--- config.mk ---
export PLATFORM = sky130hd
export DESIGN_NAME = uart_tx_arbiter
export DESIGN_NICKNAME = d
export VERILOG_FILES = /design/src/rtl/uart_tx_arbiter.sv
export SDC_FILE = /design/constraint.sdc
export NUM_CORES = 1
export LEC_CHECK = 0
export ABC_AREA = 0
export CAP_MARGIN = 10
export CORE_MARGIN = 2
export CORE_UTILIZATION = 37
export DETAILED_ROUTE_END_ITERATION = 8
export HOLD_SLACK_MARGIN = 0.05
export MAX_ROUTING_LAYER = met4
export PLACE_DENSITY = 0.74
export SKIP_LAST_GASP = 1
export SLEW_MARGIN = 20
export SYNTH_ARGS = -nofsm -noshare
export SYNTH_HDL_FRONTEND = slang
export SYNTH_SLANG_ARGS = --single-unit
--- constraint.sdc ---
create_clock -name clk -period 1.27 [get_ports clk]
set_input_delay 0.254 -clock clk [delete_from_list [all_inputs] [get_ports clk]]
set_output_delay 0.254 -clock clk [all_outputs]
set_load 0.02 [all_outputs]
--- src/rtl/uart_tx_arbiter.sv ---
// uart_tx_arbiter: round-robin, packet-granular sharing of one UART transmitter
// among NREQ byte-stream requesters, with an optional source-tag header byte.
module uart_tx_arbiter #(
    parameter int NREQ      = 2,
    parameter int IDX_W     = 1,
    parameter int HEADER_EN = 1,
    parameter int MAX_LEN   = 64
) (
    input  logic              clk,
    input  logic              rst_n,
    input  logic [NREQ-1:0]   src_valid,
    input  logic [8*NREQ-1:0] src_data,
    input  logic [NREQ-1:0]   src_last,
    output logic [NREQ-1:0]   src_ready,
    output logic [7:0]        tx_data,
    output logic              tx_req,
    input  logic              tx_ready,
    output logic [IDX_W-1:0]  grant,
    output logic              busy,
    output logic              trunc
);
    typedef enum logic [1:0] {IDLE, HDR, DATA} state_t;

    state_t           state, state_nxt;
    logic [IDX_W-1:0] rr_ptr, sel;
    logic [7:0]       cnt;
    logic             found, xfer, last_hit, max_hit, trunc_nxt;

    function automatic int wrap(input int k);
        return (k >= NREQ) ? k - NREQ : k;
    endfunction

    // first valid requester at or after the rr pointer, wrapping around
    always_comb begin
        sel   = '0;
        found = 1'b0;
        for (int i = 0; i < NREQ; i++) begin
            if (!found && src_valid[wrap(int'(rr_ptr) + i)]) begin
                sel   = IDX_W'(wrap(int'(rr_ptr) + i));
                found = 1'b1;
            end
        end
    end

    always_comb begin
        src_ready = '0;
        if (state == DATA) src_ready[grant] = tx_ready;
        busy      = state != IDLE;
        tx_req    = (state == HDR) || (state == DATA && src_valid[grant]);
        tx_data   = (state == HDR)  ? {4'hA, 4'(grant)} :
                    (state == DATA) ? src_data[8*grant +: 8] : 8'h00;
        xfer      = tx_req && tx_ready;
        last_hit  = src_last[grant];
        max_hit   = (cnt + 8'd1) == 8'(MAX_LEN);
        trunc_nxt = (state == DATA) && xfer && !last_hit && max_hit;
        state_nxt = (state == IDLE) ? (found ? ((HEADER_EN != 0) ? HDR : DATA) : IDLE) :
                    (state == HDR)  ? (xfer ? DATA : HDR) :
                    ((xfer && (last_hit || max_hit)) ? IDLE : DATA);
    end

    always_ff @(posedge clk or negedge rst_n) begin
        if (!rst_n) begin
            state  <= IDLE;
            rr_ptr <= '0;
            grant  <= '0;
            cnt    <= '0;
            trunc  <= 1'b0;
        end else begin
            state <= state_nxt;
            trunc <= trunc_nxt;
            if (state == IDLE && found) begin
                grant  <= sel;
                rr_ptr <= IDX_W'(wrap(int'(sel) + 1));
                cnt    <= '0;
            end
            if (state == DATA && xfer) cnt <= cnt + 8'd1;
        end
    end
endmodule
==> results by group <==
Synthesis
  • Ys flop type: dfrtp_1
  • Syn_nets: 118
  • Synth top area cells: dfrtp_1, mux2i_1, nor2_1
  • Synth cell types: 33
  • Post-synthesis cell count: 94
  • Leading area contributor after synthesis: dfrtp_1
  • Share of the synthesized area in the top cell type: 0.3752
  • Async S/R FF share, synth: 1.000
  • Syn_area_per_cell: 9.224 µm²
  • Sequential fraction of the synthesis area: 0.3752
  • Post-synthesis register bit count: 13
  • Yosys Warn Count: 0
  • Mapped cell area: 867.1 µm²
  • Post-synth EDFFs: 0

Timing
  • Pins Over Slew Limit: 0
  • Relative slew slack: 0.8062
  • Final hold violations: 0
  • Final worst slack: -348.6 ps
  • Tmin final: 1619 ps
  • Fmax: 0.6178 GHz
  • Slew @ Worst Pin: 290.7 ps
  • Final Cycle Share: 1.274
  • RSZ-0062 raised after global routing: true
  • Worst Clk Skew: 2.556 ps
  • Final setup fails: 23

Floorplan
  • Die height: 52.41 µm
  • Starting Density: 0.3920
  • # rows: 17
  • Core region area: 2212 µm²
  • Io pins: 37
  • Die Footprint: 2747 µm²
  • Die Span X: 52.41 µm

Place
  • Buffers on Ports: 36
  • Placer Congestion: 0.8126
  • HPWL Detailed: 2068 µm

Final layout
  • Diodes inserted: 0
  • Final #Nets: 191
  • Commonest non-fill, non-tap cell in the layout: buf_4
  • Area Overhead vs Synth: 92.64%
  • Fin util: 0.7551
  • Share of cells above drive strength 1: 0.4639
  • Most frequent cells in the layout: buf_4, clkdlybuf4s50_1, buf_6, dfrtp_1, mux2i_1

Clocking
  • H-tree Lvls: 1
  • CTS buffer count: 3
  • CTS Root Cell: clkbuf_4
  • Longest Clk Path Bufs: 2
  • CTS sink cnt: 13
  • CTS tree: built
  • Clk slew on worst S/H paths: 80 ps
  • # hold bufs at CTS: 0
  • Clock Latency Late Sink: 290 ps

Global route
  • Vias in the first global route: 1,007
  • Initial antenna violation count: 0
  • Largest net degree at the start of global routing: 14
  • Gr ovfl total: 0
  • First-pass GRT wire length: 4353 µm
  • Tot GR Track Use: 0.2233

Outcome
  • Failing checks: setup timing
  • Status: finished, violations left

Routing
  • Drt pass-1 iters: 4
  • Via count: 1,006
  • Wire per inst: 14.69 µm
  • DRC: 0
  • Initial DRC count: 13
  • Antenna Nets Post-Route: 0
  • Vias per Instance: 5.186
  • Final WL: 2849 µm

Setup path
  • Worst Setup SP: grant
  • Worst Setup Start Kind: flip-flop
  • Worst EP required: 1020 ps
  • Worst-path fanout max: 5
  • Cell count of the worst reg-to-reg path: 6
  • Crit path arrival time: 1360 ps
  • Critical Path Sink Type: primary output
  • Reg2reg start: grant
  • Crit Path Class: flip-flop to primary output

Worst hold path
  • Hold Crit Class: input port to asynchronous set/reset pin

Power and ir drop
  • P_leak: 0.7578 nW
  • PD cells: 1954 nW/µm²
  • Total power: 3.263 mW
  • Maximum VDD drop: 1518 µV

Job
  • Maxcap violations: 0
## worst max-delay path, stage by stage, from the launching register on
cell and delay, ps:
dfrtp_2 430, buf_6 150, mux2i_4 250, o21ai_1 80, buf_4 170
## synthesized netlist by cell type, types with 2 or more instances
cell type,count
a211oi_1,2
buf_6,2
and3_1,2
a21oi_1,5
mux2_2,2
o21ai_0,8
nand2_1,4
xnor2_1,2
nand3_1,3
o22ai_1,2
nor3_1,2
dfrtp_1,13
inv_1,2
mux2i_1,8
a22o_1,4
nand2b_1,3
nor2_1,14
## flip-flops by register name (all words and copies together) (netlist names)
name / cells
state: 2
cnt: 8
rr_ptr: 1
trunc: 1
grant: 1
## kinds of logic after synthesis
| kind of cell | after synthesis | share of synthesized area |
|---|---|---|
| AND/OR/NAND/NOR | 33 | 0.1991 |
| AO/OA/AOI/OAI | 28 | 0.2121 |
| flip-flops | 13 | 0.3752 |
| multiplexers | 11 | 0.1342 |
| buffers and inverters | 6 | 0.04472 |
| XOR/XNOR | 2 | 0.02021 |
| adder cells (fa/ha/maj) | 1 | 0.01443 |
## path summary, 6_finish.rpt
check	end	slack, ps
setup / recovery	tx_req	-350
hold reg to reg	rr_ptr	520
min in group clk	rr_ptr	520
max in group asynchronous	grant	840
setup reg to reg	cnt[6]	-340
hold / removal	cnt[3]	250
## routing by layer
layer | vias to the layer above | part of all wire | GRT usage
met5 | - | 0 | -
met4 | 0 | 0.026 | 0.1154
met3 | 7 | 0.047 | 0.03429
met2 | 37 | 0.53 | 0.3813
met1 | 471 | 0.39 | 0.2509
li1 | 491 | - | -
## layout make-up
class,count,area [µm²]
timing repair buffer,72,673.1
multi-input combinational,75,601.8
fill,162,541.8
sequential,13,326.6
tap,28,35.03
clock buffer,4,26.28
inverter,2,7.507
## where the power goes
part	switching, mW	internal (mW)
Combinational	1.09	1.29
Clock	0.153	0.123
Sequential	0.109	0.506
Total	1.35	1.92
## timing repair
item,in CTS,in global routing
buffers inserted,5,3
resized for setup,81,15
endpoints found under the setup margin,24,24
cloned,0,0
endpoints found under the hold margin,0,0
pin swaps,5,4
## stage by stage
step	instances	TNS (ps)	instance area, µm²	hold slack (ps)	setup WS (ps)
2_1_floorplan	94	-2121	904.6	-41.59	-194.3
3_5_place_dp	182	-11580	1491	480.9	-585.1
3_3_place_gp	182	-10530	1491	473.6	-557.3
4_1_cts	191	-6048	1590	259.7	-353.5
5_1_grt	194	-7629	1670	271.4	-404.6
6_report	194	-6434	1670	254.2	-348.6
No activity file was read; power rests on OpenSTA's default activity.
